<file path="config.mk">
export PLATFORM = sky130hd
export DESIGN_NAME = cpu_control_unit_flat
export DESIGN_NICKNAME = d
export VERILOG_FILES = /design/src/rtl/cpu_control_unit_if.sv /design/src/rtl/cpu_control_unit.sv /design/src/flat_wrapper.sv
export SDC_FILE = /design/constraint.sdc
export NUM_CORES = 1
export LEC_CHECK = 0
export CAP_MARGIN = 20
export CORE_MARGIN = 4
export CORE_UTILIZATION = 60
export CTS_BUF_LIST = sky130_fd_sc_hd__clkbuf_4
export CTS_CLUSTER_SIZE = 12
export DETAILED_ROUTE_END_ITERATION = 12
export DONT_BUFFER_PORTS = 1
export HOLD_SLACK_MARGIN = 0.08
export PLACE_DENSITY = 0.76
export REMOVE_ABC_BUFFERS = 1
export SLEW_MARGIN = 10
export SYNTH_ARGS = -nofsm -noshare
export SYNTH_HDL_FRONTEND = slang
export SYNTH_SLANG_ARGS = --single-unit
</file>
<file path="constraint.sdc">
create_clock -name clock -period 4.4 [get_ports clock]
set_clock_uncertainty 0.05 [all_clocks]
set_input_delay 0.22 -clock clock [delete_from_list [all_inputs] [get_ports clock]]
set_output_delay 0.22 -clock clock [all_outputs]
set_load 0.05 [all_outputs]
</file>
<file path="src/rtl/cpu_control_unit_if.sv">
// Strobe/decode bundle between the control unit (master) and the single-bus datapath (slave).
interface cpu_control_unit_if #(
    parameter int OPW = 5
);
    logic [31:0]    ir;
    logic           con;
    logic           pci, pco, iri, mari, mdri, mdro;
    logic           mem_read, mem_write;
    logic           hii, hio, loi, loo, ryi, rzhi, rzli, rzho, rzlo;
    logic           ipo, opi, csigno, con_in, incpc;
    logic           gra, grb, grc, rin, rout, baout;
    logic [OPW-1:0] alu_op;
    logic           run;

    modport master (
        input  ir, con,
        output pci, pco, iri, mari, mdri, mdro, mem_read, mem_write,
               hii, hio, loi, loo, ryi, rzhi, rzli, rzho, rzlo,
               ipo, opi, csigno, con_in, incpc,
               gra, grb, grc, rin, rout, baout, alu_op, run
    );

    modport slave (
        output ir, con,
        input  pci, pco, iri, mari, mdri, mdro, mem_read, mem_write,
               hii, hio, loi, loo, ryi, rzhi, rzli, rzho, rzlo,
               ipo, opi, csigno, con_in, incpc,
               gra, grb, grc, rin, rout, baout, alu_op, run
    );
endinterface

</file>
<file path="src/rtl/cpu_control_unit.sv">
// Multi-cycle Moore control FSM for the single-bus RISC datapath (fetch T0-T2, execute T3-T7).
// Optional macro CU_SINGLE_STEP_EN adds a step input that gates each fetch.
module cpu_control_unit #(
    parameter int             OPW    = 5,
    parameter logic [OPW-1:0] ADD_OP = 5'b00011
) (
    input  logic clock,
    input  logic clear,
`ifdef CU_SINGLE_STEP_EN
    input  logic step,
`endif
    cpu_control_unit_if.master cu
);

    typedef enum logic [3:0] {
        S_RESET, S_T0W, S_T0, S_T1, S_T2, S_T3, S_T4, S_T5, S_T6, S_T7, S_HALT
    } state_t;

    localparam logic [OPW-1:0] OP_LD   = OPW'(0);
    localparam logic [OPW-1:0] OP_LDI  = OPW'(1);
    localparam logic [OPW-1:0] OP_ST   = OPW'(2);
    localparam logic [OPW-1:0] OP_ADD  = OPW'(3);
    localparam logic [OPW-1:0] OP_ROL  = OPW'(11);
    localparam logic [OPW-1:0] OP_ADDI = OPW'(12);
    localparam logic [OPW-1:0] OP_ORI  = OPW'(14);
    localparam logic [OPW-1:0] OP_MUL  = OPW'(15);
    localparam logic [OPW-1:0] OP_DIV  = OPW'(16);
    localparam logic [OPW-1:0] OP_NEG  = OPW'(17);
    localparam logic [OPW-1:0] OP_NOT  = OPW'(18);
    localparam logic [OPW-1:0] OP_BR   = OPW'(19);
    localparam logic [OPW-1:0] OP_JR   = OPW'(20);
    localparam logic [OPW-1:0] OP_IN   = OPW'(22);
    localparam logic [OPW-1:0] OP_OUT  = OPW'(23);
    localparam logic [OPW-1:0] OP_MFHI = OPW'(24);
    localparam logic [OPW-1:0] OP_MFLO = OPW'(25);
    localparam logic [OPW-1:0] OP_HALT = OPW'(27);

`ifdef CU_SINGLE_STEP_EN
    localparam state_t FETCH_START = S_T0W;
`else
    localparam state_t FETCH_START = S_T0;
`endif

    state_t         state, state_next;
    logic [OPW-1:0] opcode;
    logic           is_ld, is_ldi, is_st, is_alu, is_imm, is_muldiv, is_negnot, is_br;
    logic           is_jr, is_in, is_out, is_mfhi, is_mflo, is_halt;
    logic [2:0]     n_exec;

    assign opcode = cu.ir[31 -: OPW];

    // Opcode classes and the number of execute steps each class occupies
    always_comb begin
        is_ld     = (opcode == OP_LD);
        is_ldi    = (opcode == OP_LDI);
        is_st     = (opcode == OP_ST);
        is_alu    = (opcode >= OP_ADD) && (opcode <= OP_ROL);
        is_imm    = (opcode >= OP_ADDI) && (opcode <= OP_ORI);
        is_muldiv = (opcode == OP_MUL) || (opcode == OP_DIV);
        is_negnot = (opcode == OP_NEG) || (opcode == OP_NOT);
        is_br     = (opcode == OP_BR);
        is_jr     = (opcode == OP_JR);
        is_in     = (opcode == OP_IN);
        is_out    = (opcode == OP_OUT);
        is_mfhi   = (opcode == OP_MFHI);
        is_mflo   = (opcode == OP_MFLO);
        is_halt   = (opcode == OP_HALT);
        n_exec    = 3'd1;
        if (is_ld || is_st)                   n_exec = 3'd5;
        else if (is_muldiv || is_br)          n_exec = 3'd4;
        else if (is_alu || is_imm || is_ldi)  n_exec = 3'd3;
        else if (is_negnot)                   n_exec = 3'd2;
    end

    always_ff @(posedge clock) begin
        if (!clear) state <= S_RESET;
        else        state <= state_next;
    end

    always_comb begin
        state_next = FETCH_START;
        case (state)
            S_RESET: state_next = FETCH_START;
`ifdef CU_SINGLE_STEP_EN
            S_T0W:   state_next = step ? S_T0 : S_T0W;
`endif
            S_T0:    state_next = S_T1;
            S_T1:    state_next = S_T2;
            S_T2:    state_next = S_T3;
            S_T3:    state_next = is_halt ? S_HALT : ((n_exec > 3'd1) ? S_T4 : FETCH_START);
            S_T4:    state_next = (n_exec > 3'd2) ? S_T5 : FETCH_START;
            S_T5:    state_next = (n_exec > 3'd3) ? S_T6 : FETCH_START;
            S_T6:    state_next = (n_exec > 3'd4) ? S_T7 : FETCH_START;
            S_T7:    state_next = FETCH_START;
            S_HALT:  state_next = S_HALT;
            default: state_next = FETCH_START;
        endcase
    end

    // Strobes are pure functions of state and opcode; con only matters in the branch commit step
    always_comb begin
        cu.pci = 1'b0;  cu.pco = 1'b0;  cu.iri = 1'b0;  cu.mari = 1'b0;
        cu.mdri = 1'b0; cu.mdro = 1'b0; cu.mem_read = 1'b0; cu.mem_write = 1'b0;
        cu.hii = 1'b0;  cu.hio = 1'b0;  cu.loi = 1'b0;  cu.loo = 1'b0;
        cu.ryi = 1'b0;  cu.rzhi = 1'b0; cu.rzli = 1'b0; cu.rzho = 1'b0; cu.rzlo = 1'b0;
        cu.ipo = 1'b0;  cu.opi = 1'b0;  cu.csigno = 1'b0; cu.con_in = 1'b0; cu.incpc = 1'b0;
        cu.gra = 1'b0;  cu.grb = 1'b0;  cu.grc = 1'b0;  cu.rin = 1'b0;
        cu.rout = 1'b0; cu.baout = 1'b0;
        cu.run    = (state != S_RESET) && (state != S_HALT);
        cu.alu_op = '0;

        case (state)
            S_T0W, S_T0, S_T1, S_T2: cu.alu_op = ADD_OP;
            S_T3, S_T4, S_T5, S_T6, S_T7:
                cu.alu_op = (is_ld || is_ldi || is_st || is_br) ? ADD_OP : opcode;
            default: cu.alu_op = '0;
        endcase

        case (state)
            S_T0: begin cu.pco = 1'b1; cu.mari = 1'b1; cu.incpc = 1'b1; cu.rzli = 1'b1; end
            S_T1: begin cu.rzlo = 1'b1; cu.pci = 1'b1; cu.mem_read = 1'b1; cu.mdri = 1'b1; end
            S_T2: begin cu.mdro = 1'b1; cu.iri = 1'b1; end
            S_T3: begin
                if (is_alu || is_imm) begin
                    cu.grb = 1'b1; cu.rout = 1'b1; cu.ryi = 1'b1;
                end else if (is_ldi || is_ld || is_st) begin
                    cu.grb = 1'b1; cu.baout = 1'b1; cu.ryi = 1'b1;
                end else if (is_muldiv) begin
                    cu.gra = 1'b1; cu.rout = 1'b1; cu.ryi = 1'b1;
                end else if (is_negnot) begin
                    cu.grb = 1'b1; cu.rout = 1'b1; cu.rzli = 1'b1;
                end else if (is_br) begin
                    cu.gra = 1'b1; cu.rout = 1'b1; cu.con_in = 1'b1;
                end else if (is_jr) begin
                    cu.gra = 1'b1; cu.rout = 1'b1; cu.pci = 1'b1;
                end else if (is_in) begin
                    cu.ipo = 1'b1; cu.gra = 1'b1; cu.rin = 1'b1;
                end else if (is_out) begin
                    cu.gra = 1'b1; cu.rout = 1'b1; cu.opi = 1'b1;
                end else if (is_mfhi) begin
                    cu.hio = 1'b1; cu.gra = 1'b1; cu.rin = 1'b1;
                end else if (is_mflo) begin
                    cu.loo = 1'b1; cu.gra = 1'b1; cu.rin = 1'b1;
                end
            end
            S_T4: begin
                if (is_alu) begin
                    cu.grc = 1'b1; cu.rout = 1'b1; cu.rzli = 1'b1;
                end else if (is_imm || is_ldi || is_ld || is_st) begin
                    cu.csigno = 1'b1; cu.rzli = 1'b1;
                end else if (is_muldiv) begin
                    cu.grb = 1'b1; cu.rout = 1'b1; cu.rzhi = 1'b1; cu.rzli = 1'b1;
                end else if (is_negnot) begin
                    cu.rzlo = 1'b1; cu.gra = 1'b1; cu.rin = 1'b1;
                end else if (is_br) begin
                    cu.pco = 1'b1; cu.ryi = 1'b1;
                end
            end
            S_T5: begin
                if (is_alu || is_imm || is_ldi) begin
                    cu.rzlo = 1'b1; cu.gra = 1'b1; cu.rin = 1'b1;
                end else if (is_ld || is_st) begin
                    cu.rzlo = 1'b1; cu.mari = 1'b1;
                end else if (is_muldiv) begin
                    cu.rzlo = 1'b1; cu.loi = 1'b1;
                end else if (is_br) begin
                    cu.csigno = 1'b1; cu.rzli = 1'b1;
                end
            end
            S_T6: begin
                if (is_ld) begin
                    cu.mem_read = 1'b1; cu.mdri = 1'b1;
                end else if (is_st) begin
                    cu.gra = 1'b1; cu.rout = 1'b1; cu.mdri = 1'b1;
                end else if (is_muldiv) begin
                    cu.rzho = 1'b1; cu.hii = 1'b1;
                end else if (is_br && cu.con) begin
                    cu.rzlo = 1'b1; cu.pci = 1'b1;
                end
            end
            S_T7: begin
                if (is_ld) begin
                    cu.mdro = 1'b1; cu.gra = 1'b1; cu.rin = 1'b1;
                end else if (is_st) begin
                    cu.mem_write = 1'b1;
                end
            end
            default: ;
        endcase
    end

endmodule

</file>
<file path="src/flat_wrapper.sv">
// flat-port wrapper written by rule: the top's interface ports become plain ports
module cpu_control_unit_flat 
#(
    parameter int             OPW    = 5,
    parameter logic [OPW-1:0] ADD_OP = 5'b00011
)
  (clock, clear, cu_ir, cu_con, cu_pci, cu_pco, cu_iri, cu_mari, cu_mdri, cu_mdro, cu_mem_read, cu_mem_write, cu_hii, cu_hio, cu_loi, cu_loo, cu_ryi, cu_rzhi, cu_rzli, cu_rzho, cu_rzlo, cu_ipo, cu_opi, cu_csigno, cu_con_in, cu_incpc, cu_gra, cu_grb, cu_grc, cu_rin, cu_rout, cu_baout, cu_alu_op, cu_run);
  cpu_control_unit_if #(.OPW(OPW)) cu_i ();
  input  logic clock;
  input  logic clear;
  input wire logic [$bits(cu_i.ir)-1:0] cu_ir;
  input wire logic [$bits(cu_i.con)-1:0] cu_con;
  output wire logic [$bits(cu_i.pci)-1:0] cu_pci;
  output wire logic [$bits(cu_i.pco)-1:0] cu_pco;
  output wire logic [$bits(cu_i.iri)-1:0] cu_iri;
  output wire logic [$bits(cu_i.mari)-1:0] cu_mari;
  output wire logic [$bits(cu_i.mdri)-1:0] cu_mdri;
  output wire logic [$bits(cu_i.mdro)-1:0] cu_mdro;
  output wire logic [$bits(cu_i.mem_read)-1:0] cu_mem_read;
  output wire logic [$bits(cu_i.mem_write)-1:0] cu_mem_write;
  output wire logic [$bits(cu_i.hii)-1:0] cu_hii;
  output wire logic [$bits(cu_i.hio)-1:0] cu_hio;
  output wire logic [$bits(cu_i.loi)-1:0] cu_loi;
  output wire logic [$bits(cu_i.loo)-1:0] cu_loo;
  output wire logic [$bits(cu_i.ryi)-1:0] cu_ryi;
  output wire logic [$bits(cu_i.rzhi)-1:0] cu_rzhi;
  output wire logic [$bits(cu_i.rzli)-1:0] cu_rzli;
  output wire logic [$bits(cu_i.rzho)-1:0] cu_rzho;
  output wire logic [$bits(cu_i.rzlo)-1:0] cu_rzlo;
  output wire logic [$bits(cu_i.ipo)-1:0] cu_ipo;
  output wire logic [$bits(cu_i.opi)-1:0] cu_opi;
  output wire logic [$bits(cu_i.csigno)-1:0] cu_csigno;
  output wire logic [$bits(cu_i.con_in)-1:0] cu_con_in;
  output wire logic [$bits(cu_i.incpc)-1:0] cu_incpc;
  output wire logic [$bits(cu_i.gra)-1:0] cu_gra;
  output wire logic [$bits(cu_i.grb)-1:0] cu_grb;
  output wire logic [$bits(cu_i.grc)-1:0] cu_grc;
  output wire logic [$bits(cu_i.rin)-1:0] cu_rin;
  output wire logic [$bits(cu_i.rout)-1:0] cu_rout;
  output wire logic [$bits(cu_i.baout)-1:0] cu_baout;
  output wire logic [$bits(cu_i.alu_op)-1:0] cu_alu_op;
  output wire logic [$bits(cu_i.run)-1:0] cu_run;
  assign cu_i.ir = cu_ir;
  assign cu_i.con = cu_con;
  assign cu_pci = cu_i.pci;
  assign cu_pco = cu_i.pco;
  assign cu_iri = cu_i.iri;
  assign cu_mari = cu_i.mari;
  assign cu_mdri = cu_i.mdri;
  assign cu_mdro = cu_i.mdro;
  assign cu_mem_read = cu_i.mem_read;
  assign cu_mem_write = cu_i.mem_write;
  assign cu_hii = cu_i.hii;
  assign cu_hio = cu_i.hio;
  assign cu_loi = cu_i.loi;
  assign cu_loo = cu_i.loo;
  assign cu_ryi = cu_i.ryi;
  assign cu_rzhi = cu_i.rzhi;
  assign cu_rzli = cu_i.rzli;
  assign cu_rzho = cu_i.rzho;
  assign cu_rzlo = cu_i.rzlo;
  assign cu_ipo = cu_i.ipo;
  assign cu_opi = cu_i.opi;
  assign cu_csigno = cu_i.csigno;
  assign cu_con_in = cu_i.con_in;
  assign cu_incpc = cu_i.incpc;
  assign cu_gra = cu_i.gra;
  assign cu_grb = cu_i.grb;
  assign cu_grc = cu_i.grc;
  assign cu_rin = cu_i.rin;
  assign cu_rout = cu_i.rout;
  assign cu_baout = cu_i.baout;
  assign cu_alu_op = cu_i.alu_op;
  assign cu_run = cu_i.run;
  cpu_control_unit #(.OPW(OPW), .ADD_OP(ADD_OP)) u_core (.clock(clock), .clear(clear), .cu(cu_i));
endmodule
</file>
==> results by group, run 1 <==
Timing
  • RSZ-0062 raised after global routing: false
  • Max Slew Vio Count: 0
  • Hold Slack: 82.3 ps
  • Worst-margin pin slew: around 1000 ps
  • Final setup violation count: 0
  • Fmax: ~340 MHz
  • Final hold viol count: 0
  • Period utilisation layout: 66.7%
  • Final setup TNS: 0 ps
  • Relative slew margins: 30.5%
  • Minimum clock period: about 2900 ps

Clocking
  • CTS H-Tree Depth: 1
  • CTS Buf Count: 3
  • CTS max path bufs: 2
  • Post CTS Setup Buffer Count: 0
  • Root buf cell: clkbuf_4
  • Resized Gates After CTS: 0
  • CTS Hold Bufs: 0
  • Clk pin slew, worst setup/hold paths: 40 ps
  • CTS tree: built
  • Worst-skew pair later-pin latency: 240 ps
  • Clk sink count: 4

Cells and area
  • Top reg by flops: u_core.state
  • Commonest non-fill, non-tap cell in the layout: nor2_1
  • Most frequent cells in the layout: nor2_1 (15), nand2_1 (10), a21oi_1 (9)
  • Final net count: 192
  • Fillers: 129
  • Register area: 80.1 um2
  • N_diodes: 0
  • Share of layout cells above drive strength 1: a little under an eighth
  • Biggest regs: u_core.state x4
  • Largest register FFs: 4
  • Area grow syn2layout: 3.15%
  • Multi-input logic area: 868 um2

Critical path
  • R2R Path Start: u_core.state[1]$_SDFF_PN0_
  • Nature of the critical path startpoint: flip-flop
  • Worst setup path endpoint: cu_pci
  • Crit path launch: u_core.state[2]$_SDFF_PN0_
  • Worst setup EP type: output port
  • Critical path buffer and inverter count: 0
  • Critical path class: reg2out
  • Arrival @ worst endpoint: 2670 ps
  • Reg2Reg Setup Slack: 2190 ps
  • Worst Reg-to-Reg Cells: 4
  • Critical path data required time: about 4100 ps
  • Worst R2R End: u_core.state[0]$_SDFF_PN0_
  • CP peak stage delay: a little under 800 ps
  • Worst-path cell chain: and4bb_1 -> nand2_2 -> or2_1 -> o21bai_1
  • Critical path depth: 4
  • Critical path fanouts, max: 20
  • Critical-path cell with the highest stage delay: o21bai_1
  • CP top delay family: simple AND/OR/NAND/NOR gates

Run status
  • Run status: finished, final reports clean

Placement
  • GP Congestion: 0.930
  • Final HPWL from detailed placement: 2.34 mm
  • Port Buf Inserts: 0

Floorplan
  • Die footprint: 2450 um2
  • FP Rows: 14
  • Initial Utilization: 66.3%
  • Die Ht: 49.5 um
  • Core footprint: 1560 um2
  • Die X: 49.5 um
  • Top Ports: 69

Global route
  • GRT Util Overall: between 20% and 30%
  • Vias in the first global route: 1,103
  • GRT overflow: 0
  • Largest net degree at the start of global routing: 21
  • Initial antenna violation count: 0
  • First-pass GRT wire length: 5.42 mm

Hold path
  • Min-delay src: clear
  • WHS Path Cells: 1
  • HP Class: in2reg

Synth
  • Synthesized instance count: 162
  • Dominant synthesized flop cell: dfxtp_1
  • Ys async rst share: 0%
  • Cell area after technology mapping: between 1000 and 1500 um2
  • Number of synthesized flops with an enable pin: 0
  • Seq cells post-synth: 4
  • Register area share after synthesis: 7.75%
  • Avg Cell Area, Syn: between 6 and 7 um2
  • Synth Warn #: 0
  • Netlist cell types: 48

Power
  • Leakage power: 0.000396 uW
  • Max VDD drop: 0.0938 mV
  • PwrDens: 155 nW/um2

Detailed routing
  • Vias per cell: 7.53
  • First drt pass iteration count: 5
  • 1st-iter DRT viols: 94
  • Vias: 1,288
  • DRC Markers: 0
  • Routed wire length: around 3.3 mm
  • Final ANT Viol Nets: 0
  • Wirelength per Cell: 19.0 um

Run
  • Max_cap viols: 0
-- per-layer routing --
layer,vias to the layer above,part of all wire (%),track usage [%]
li1,587,-,-
met1,594,39,38.2
met2,96,46,41.7
met3,11,13,6.02
met4,0,2.0,9.22
met5,-,0,0
-- through the flow --
step | utilization [%] | power, uW | setup slack (ps) | instances | area, um2
floorplan | - | 103 | 1260 | 145 | 946
global placement | 66.9 | 115 | 1780 | 168 | 1040
CTS | 68.4 | 165 | 1500 | 171 | 1070
detailed placement | 66.9 | 116 | 1760 | 168 | 1040
finish | 68.4 | 165 | 1460 | 171 | 1070
global route | 68.4 | 174 | 1290 | 171 | 1070
-- area by class of cell --
type                       instances  area share, %
multi-input combinational        136           81.5
sequential                         4           7.51
timing repair buffer               7           5.28
clock buffer                       3           2.11
tap                               16           1.88
inverter                           5           1.76
-- power breakdown --
part | total, uW | internal, uW | switching (uW) | leakage [uW]
Clock | 48.0 | 30.7 | 17.4 | 0.0000138
Combinational | 73.9 | 19.7 | 54.2 | 0.000349
Sequential | 43.3 | 37.7 | 5.59 | 0.0000327
-- synthesized netlist by cell type, types with 2 or more instances --
cell        n  area, um2
a211o_1     2       17.5
a21oi_1     9       45.0
a221oi_1    2       17.5
a31oi_1     2       12.5
and2_1      5       31.3
and3_1      2       12.5
buf_2       7       35.0
buf_4       2       15.0
clkbuf_1    7       26.3
dfxtp_1     4       80.1
inv_1       5       18.8
nand2_1    10       37.5
nand2b_1    7       43.8
nand3_1     6       30.0
nand3b_1    3       22.5
nand4_1     3       18.8
nand4b_1    2       17.5
nand4bb_1   2       22.5
nor2_1     15       56.3
nor3_1     10       50.1
o21ai_0     8       40.0
o21ai_1     4       20.0
o21bai_1    6       45.0
o22a_1      2       17.5
o22ai_1     6       37.5
or2_1       4       25.0
or3_1       4       25.0
or3b_1      2       17.5
xor2_1      2       17.5
-- cells by family (layout without fill, tap and decap cells) --
kind of cell | Yosys count | count (layout) | share of synthesized area [%]
buf+inv | 22 | 15 | 10.3
compound gates | 51 | 51 | 33.1
flops | 4 | 4 | 7.75
simple gates | 82 | 82 | 46.4
xor+xnor | 3 | 3 | 2.54
-- worst min-delay path by stage --
stage / to
final: u_core.state[1]$_SDFF_PN0_
after detailed placement: u_core.state[1]$_SDFF_PN0_
after global placement: u_core.state[1]$_SDFF_PN0_
after CTS: u_core.state[1]$_SDFF_PN0_
after global routing: u_core.state[1]$_SDFF_PN0_
after floorplan: u_core.state[0]$_SDFF_PN0_
-- worst reg2reg max path, stage by stage (launching register included) --
cell and delay, ps:
dfxtp_1 710, nand2b_1 200, nor3_2 790, a21oi_1 160, a31oi_1 210
No activity file was read; power rests on OpenSTA's default activity.
==> inputs of run 2 (changes only) <==
--- a/config.mk
+++ b/config.mk
@@ -5,15 +5,16 @@
 export SDC_FILE = /design/constraint.sdc
 export NUM_CORES = 1
 export LEC_CHECK = 0
+export ABC_AREA = 1
 export CAP_MARGIN = 20
 export CORE_MARGIN = 4
-export CORE_UTILIZATION = 60
+export CORE_UTILIZATION = 59
 export CTS_BUF_LIST = sky130_fd_sc_hd__clkbuf_4
 export CTS_CLUSTER_SIZE = 12
 export DETAILED_ROUTE_END_ITERATION = 12
 export DONT_BUFFER_PORTS = 1
 export HOLD_SLACK_MARGIN = 0.08
-export PLACE_DENSITY = 0.76
+export PLACE_DENSITY = 0.78
 export REMOVE_ABC_BUFFERS = 1
 export SLEW_MARGIN = 10
 export SYNTH_ARGS = -nofsm -noshare
==> constraint.sdc (replaced) <==
create_clock -name clock -period 2.6 [get_ports clock]
set_clock_uncertainty 0.05 [all_clocks]
set_input_delay 0.13 -clock clock [delete_from_list [all_inputs] [get_ports clock]]
set_output_delay 0.13 -clock clock [all_outputs]
set_load 0.05 [all_outputs]
==> run 2 against run 1 <==
Net effect:
- die area fell by 9.7%
- critical endpoint is now cu_grb
- area after synthesis decreased by 13%
- worst hold slack gained 37 ps
- count of clock-buffer cells in the layout unchanged
- clock power up 74%
- global-route usage grew 2.1 points
- first-iteration DRC count decreased by 21%
==> results by group, run 2 <==
Clocking
  • Resized Gates After CTS: 0
  • CTS H-Tree Depth: 1
  • CTS tree: built
  • CTS Buf Count: 3
  • CTS Hold Bufs: 1
  • Post CTS Setup Buffer Count: 0
  • CTS max path bufs: 2
  • Clk sink count: 4
  • Clk pin slew, worst setup/hold paths: 50 ps
  • Worst-skew pair later-pin latency: 250 ps
  • Root buf cell: clkbuf_4

Floorplan
  • Die Ht: 47.1 um
  • Die footprint: 2210 um2
  • Top Ports: approximately 70
  • Die X: 47.1 um
  • Core footprint: 1370 um2
  • Initial Utilization: 65.8%
  • FP Rows: 13

Cells and area
  • Fillers: 97
  • N_diodes: 0
  • Share of layout cells above drive strength 1: 27.6%
  • Design area: 1140 um2
  • Final net count: between 200 and 250
  • Area grow syn2layout: 26.8%
  • Largest register FFs: 4
  • Top reg by flops: u_core.state
  • Most frequent cells in the layout: nand2_1 (40), inv_1 (26), nor2_1 (25), buf_4 (25), a21oi_1 (11)
  • Biggest regs: u_core.state x4
  • Post-layout utilization of the core: 83.5%
  • Commonest non-fill, non-tap cell in the layout: nand2_1

Timing
  • Final hold viol count: 0
  • Max Slew Vio Count: 0
  • Relative slew margins: 58.4%
  • Final setup violation count: 0
  • Fmax: 478 MHz
  • Period utilisation layout: 80.5%
  • Worst-margin pin slew: 623 ps
  • RSZ-0062 raised after global routing: false
  • Minimum clock period: 2090 ps

Hold path
  • HP Class: in2reg
  • WHS Path Cells: 3

Synth
  • Synth Warn #: 0
  • Cell area after technology mapping: 900 um2
  • Register area share after synthesis: between 8 and 9%
  • Yosys top cell area share: 16.7%
  • Commonest cells in the netlist: nand2_1 (40), inv_1 (26), nor2_1 (26)
  • Largest area contributor in the netlist: nand2_1
  • Seq cells post-synth: 4
  • Dominant synthesized flop cell: dfxtp_1
  • Synth area leaders: nand2_1 (17%), inv_1 (11%), nor2_1 (11%), dfxtp_1 (8.9%), a21oi_1 (6.1%)
  • Avg Cell Area, Syn: ~5.4 um2
  • Most common cell in the netlist: nand2_1
  • Ys async rst share: 0%
  • Synthesized instance count: about 170
  • Netlist cell types: 29
  • Number of synthesized flops with an enable pin: 0

Detailed routing
  • Wirelength per Cell: 14.6 um
  • DRC Markers: 0
  • Routed wire length: 3.03 mm
  • Vias: 1,231
  • 1st-iter DRT viols: between 70 and 80
  • Vias per cell: about 5.9
  • Final ANT Viol Nets: 0
  • First drt pass iteration count: 5

Run
  • Max_cap viols: 0

Critical path
  • Worst setup EP type: output port
  • Most frequent CP cell: inv_1
  • Critical path fanouts, max: 7
  • Worst Reg-to-Reg Cells: 8
  • Critical path class: reg2out
  • Arrival @ worst endpoint: 1910 ps
  • Worst-path cell chain: inv_1 -> nor2_4 -> nand2_2 -> nor2_2 -> buf_4 -> inv_1 -> nand2_1
  • Critical-path cell with the highest stage delay: dfxtp_1
  • Critical path data required time: 2420 ps
  • CP peak stage delay: 460 ps
  • Nature of the critical path startpoint: flip-flop

Global route
  • Initial antenna violation count: 0
  • Largest net degree at the start of global routing: 10
  • First-pass GRT wire length: about 4.6 mm
  • Vias in the first global route: approximately 1,000
  • GRT Util Overall: between 20 and 30%
  • GRT overflow: 0

Power
  • PwrDens: 359 nW/um2
  • Leakage power: 0.000630 uW
  • Max VDD drop: 0.289 mV

Run status
  • Run status: finished, final reports clean

Placement
  • Final HPWL from detailed placement: 2.38 mm
  • GP Congestion: 0.964
  • Area post-placement: 1110 um2
  • Port Buf Inserts: 0
-- run 2: final timing paths --
path / from / end / slack, ps
hold reg to reg: u_core.state[2]$_SDFF_PN0_ / u_core.state[1]$_SDFF_PN0_ / 700
setup / recovery: u_core.state[1]$_SDFF_PN0_ / cu_grb / 510
setup reg to reg: u_core.state[0]$_SDFF_PN0_ / u_core.state[2]$_SDFF_PN0_ / 1110
hold / removal: cu_ir[27] / u_core.state[0]$_SDFF_PN0_ / 120
-- run 2: cells by family (layout without fill, tap and decap cells) --
group	after synthesis	count (layout)	share of synthesized area, %
AND/OR/NAND/NOR	101	101	58.0
buffers and inverters	33	59	15.3
AO/OA/AOI/OAI	28	28	17.8
flip-flops	4	4	8.90
-- run 2: stage by stage --
| stage | worst slack [ps] | std cells | total power, uW | setup TNS, ps | hold slack [ps] |
|---|---|---|---|---|---|
| after global placement | 839 | 203 | 317 | 0 | 270 |
| after detailed placement | 799 | 203 | 322 | 0 | 275 |
| after CTS | 541 | 207 | 406 | 0 | 118 |
| final | 507 | 207 | 410 | 0 | 119 |
| after global routing | 411 | 207 | 434 | 0 | 119 |
| after floorplan | -163 | 163 | 267 | -163 | 251 |
-- run 2: layout make-up --
class                           count  area [um2]  area share [%]
Tap cell                           15        18.8            1.64
Inverter                           30         118            10.3
Clock buffer                        3        22.5            1.97
Multi-Input combinational cell    129         704            61.7
Sequential cell                     4        80.1            7.02
Timing Repair Buffer               26         198            17.3
-- run 2: layer usage --
metal / vias up / track usage (%) / share of wire, %
met4: 0 / 10.5 / 1.5
met3: 5 / 4.21 / 11
met1: 548 / 39.2 / 40
li1: 592 / - / -
met5: - / 0 / 0
met2: 86 / 48.5 / 47
-- run 2: critical path: cells and delay by family, from the launching register on --
family                 cells  cell delay [ps]
and+or+nand+nor            4              780
buffers and inverters      3              440
DFF                        1              460
-- run 2: report_power, final --
group	leakage [uW]	switching, uW	internal, uW
Combinational	0.000584	192	58.2
Clock	0.0000138	31.5	52.0
Sequential	0.0000329	9.06	66.5
Total	0.000630	233	177
==> inputs of run 3 (changes only) <==
==> constraint.sdc (replaced) <==
create_clock -name clock -period 1.8 [get_ports clock]
set_clock_uncertainty 0.05 [all_clocks]
set_input_delay 0.09 -clock clock [delete_from_list [all_inputs] [get_ports clock]]
set_output_delay 0.09 -clock clock [all_outputs]
set_load 0.05 [all_outputs]
==> run 3 against run 2 <==
Net effect:
- the run now fails in clock tree synthesis (4_1_cts)
- synthesized cell count unchanged
- area after synthesis unchanged
==> results by group, run 3 <==
Run status
  • Run status: stopped before the end
  • Stopping stage: clock tree synthesis (4_1_cts)
  • Stop err: [ERROR DPL-0033] detailed placement checks failed during check placement.

Placement
  • Port Buf Inserts: 0
  • Placed insts: roughly 210
  • Pre-CTS setup slack: around 150 ps
  • GP Congestion: 1.00
  • Final HPWL from detailed placement: 2.76 mm

Synth
  • Netlist cell types: 29
  • Most common cell in the netlist: nand2_1
  • Dominant synthesized flop cell: dfxtp_1
  • Synthesized instance count: 166
  • Seq cells post-synth: 4
  • Avg Cell Area, Syn: 5.42 um2
  • Synth area leaders: nand2_1 (17%), inv_1 (11%), nor2_1 (11%), dfxtp_1 (8.9%), a21oi_1 (6.1%)
  • Largest area contributor in the netlist: nand2_1
  • Commonest cells in the netlist: nand2_1 (40), inv_1 (26), nor2_1 (26)
  • Ys async rst share: 0%
  • Cell area after technology mapping: 900 um2
  • Number of synthesized flops with an enable pin: 0
  • Yosys top cell area share: about 17%
  • Synth Warn #: 0
  • Register area share after synthesis: 8.90%

Floorplan
  • Die X: 47.1 um
  • Initial Utilization: 65.8%
  • Top Ports: 69
  • FP Rows: 13
  • Die Ht: 47.1 um

Clocking
  • Clk sink count: 4
  • CTS max path bufs: 2
  • Post CTS Setup Buffer Count: 1
  • CTS Buf Count: 3
  • Root buf cell: clkbuf_4
  • CTS H-Tree Depth: 1
  • Resized Gates After CTS: 8
  • CTS Hold Bufs: 1
==> run 3: cell counts after synthesis <==
No cell type changed its count.
==> run 3: cell families after synthesis <==
logic type      count (synthesis)  share of synthesized area [%]
compound gates                 28                           17.8
buf+inv                        33                           15.3
flops                           4                           8.90
simple gates                  101                           58.0
==> run 3: stage by stage <==
stage	hold slack, ps	utilization, %	area [um2]	TNS [ps]
3_5_place_dp	263	92.5	1260	0
3_3_place_gp	234	92.5	1260	0
2_1_floorplan	211	-	880	-5860
==> inputs of run 4 (changes only) <==
--- a/config.mk
+++ b/config.mk
@@ -7,14 +7,11 @@
 export LEC_CHECK = 0
 export ABC_AREA = 1
 export CAP_MARGIN = 20
-export CORE_MARGIN = 4
-export CORE_UTILIZATION = 59
-export CTS_BUF_LIST = sky130_fd_sc_hd__clkbuf_4
-export CTS_CLUSTER_SIZE = 12
+export CORE_AREA = 4 4 65 67
 export DETAILED_ROUTE_END_ITERATION = 12
+export DIE_AREA = 0 0 69 71
 export DONT_BUFFER_PORTS = 1
-export HOLD_SLACK_MARGIN = 0.08
-export PLACE_DENSITY = 0.78
+export PLACE_DENSITY_LB_ADDON = 0.15
 export REMOVE_ABC_BUFFERS = 1
 export SLEW_MARGIN = 10
 export SYNTH_ARGS = -nofsm -noshare
==> constraint.sdc (replaced) <==
create_clock -name clock -period 2.3 [get_ports clock]
set_clock_uncertainty 0.05 [all_clocks]
set_input_delay 0.115 -clock clock [delete_from_list [all_inputs] [get_ports clock]]
set_output_delay 0.115 -clock clock [all_outputs]
set_load 0.05 [all_outputs]
==> run 4 against run 3 <==
Net effect:
- the run now ends clean
==> results by group, run 4 (synthesized netlist as in run 2, its figures left out) <==
Detailed routing
  • Vias per cell: roughly 5
  • First drt pass iteration count: 4
  • 1st-iter DRT viols: 101
  • Routed wire length: 3.31 mm
  • DRC Markers: 0
  • Final ANT Viol Nets: 0
  • Vias: around 1,200
  • Wirelength per Cell: 13.6 um

Cells and area
  • Post-layout utilization of the core: 35.8%
  • Biggest regs: u_core.state x4
  • Largest register FFs: 4
  • N_diodes: 0
  • Area grow syn2layout: 44.6%
  • Most frequent cells in the layout: nand2_1 (40), inv_1 (26), nor2_1 (25), buf_4 (25), a21oi_1 (11)
  • Top reg by flops: u_core.state
  • Commonest non-fill, non-tap cell in the layout: nand2_1
  • Share of layout cells above drive strength 1: 30.6%
  • Final net count: 233

Timing
  • RSZ-0062 raised after global routing: false
  • Relative slew margins: 63.0%
  • Minimum clock period: between 1500 and 2000 ps
  • Final setup violation count: 0
  • Fmax: a little over 500 MHz
  • Hold Slack: 47.0 ps
  • Period utilisation layout: 85.5%
  • Worst-margin pin slew: between 500 and 600 ps
  • Max Slew Vio Count: 0
  • Final hold viol count: 0

Clocking
  • Worst-skew pair later-pin latency: 220 ps
  • Root buf cell: clkbuf_8
  • Clk sink count: 4
  • CTS H-Tree Depth: 1
  • CTS max path bufs: 2
  • CTS tree: built
  • Clk pin slew, worst setup/hold paths: 30 ps
  • CTS Buf Count: 3
  • Post CTS Setup Buffer Count: 0
  • CTS Hold Bufs: 0
  • Resized Gates After CTS: 0

Floorplan
  • Die Ht: 71 um
  • Core footprint: 3630 um2
  • Die X: 69 um
  • FP Rows: 22
  • Die footprint: 4900 um2
  • Initial Utilization: around a quarter
  • Top Ports: 69

Critical path
  • Worst setup EP type: output port
  • Crit path launch: u_core.state[1]$_SDFF_PN0_
  • Arrival @ worst endpoint: 1800 ps
  • R2R Path Start: u_core.state[2]$_SDFF_PN0_
  • Critical path class: reg2out
  • Worst R2R End: u_core.state[0]$_SDFF_PN0_
  • Worst setup path endpoint: cu_gra
  • Reg2Reg Setup Slack: 820 ps
  • Worst Reg-to-Reg Cells: 6
  • Nature of the critical path startpoint: flip-flop
  • Critical path fanouts, max: 7
  • Critical path data required time: 2130 ps

Hold path
  • Min-delay src: clear
  • HP Class: in2reg

Run status
  • Run status: finished, final reports clean

Global route
  • GRT Util Overall: 13.2%
  • First-pass GRT wire length: 5.46 mm
  • Largest net degree at the start of global routing: 10
  • Vias in the first global route: 1,124
  • GRT overflow: 0
  • Initial antenna violation count: 0

Placement
  • GP Congestion: 0.923
  • Final HPWL from detailed placement: between 2 and 3 mm
  • Port Buf Inserts: 0

Power
  • PwrDens: 438 nW/um2
  • Leakage power: 0.000681 uW
  • Max VDD drop: 0.122 mV

Run
  • Max_cap viols: 0
==> run 4: worst max-delay path, stage by stage (launching register included) <==
cell and delay (ps):
dfxtp_1 440, inv_1 140, nor2_4 150, nand2_2 130, inv_1 100, nand2_1 90
nand2_1 70, a21oi_1 50, nand3_1 420
==> run 4: report_power, final <==
part,internal [uW],leakage (uW),switching [uW]
registers,75.4,0.0000329,9.64
logic,107,0.000627,227
clock network,112,0.0000216,38.8
total,294,0.000681,275
==> run 4: layout make-up <==
class	instances	area (um2)
well taps	48	60.1
flip-flops and latches	4	80.1
inverters	30	118
multi-input cells	129	714
fillers	400	2330
clock buffers	3	41.3
repair buffers	30	288
==> run 4: how the worst min path moves through the flow <==
stage	to	slack (ps)	cells past startpoint
after floorplan	u_core.state[1]$_SDFF_PN0_	240	2
after global placement	u_core.state[0]$_SDFF_PN0_	270	2
after detailed placement	u_core.state[0]$_SDFF_PN0_	280	2
after CTS	u_core.state[0]$_SDFF_PN0_	50	2
after global routing	u_core.state[0]$_SDFF_PN0_	70	2
final	u_core.state[0]$_SDFF_PN0_	50	2
==> run 4: metal layers <==
layer | global-route usage, % | vias to the layer above | share of wire, %
li1 | - | 599 | -
met1 | 17.0 | 549 | 44
met5 | 0 | - | 0
met4 | 4.12 | 0 | 1.7
met2 | 22.0 | 45 | 47
met3 | 2.84 | 6 | 7.5
==> run 4: through the flow <==
step,worst slack [ps],area (um2),setup TNS (ps),power [uW],cells
after global routing,172,1300,0,595,244
after CTS,354,1300,0,571,244
after detailed placement,588,1260,0,420,241
final,333,1300,0,569,244
after global placement,570,1260,0,419,241
after floorplan,-448,880,-581,302,163
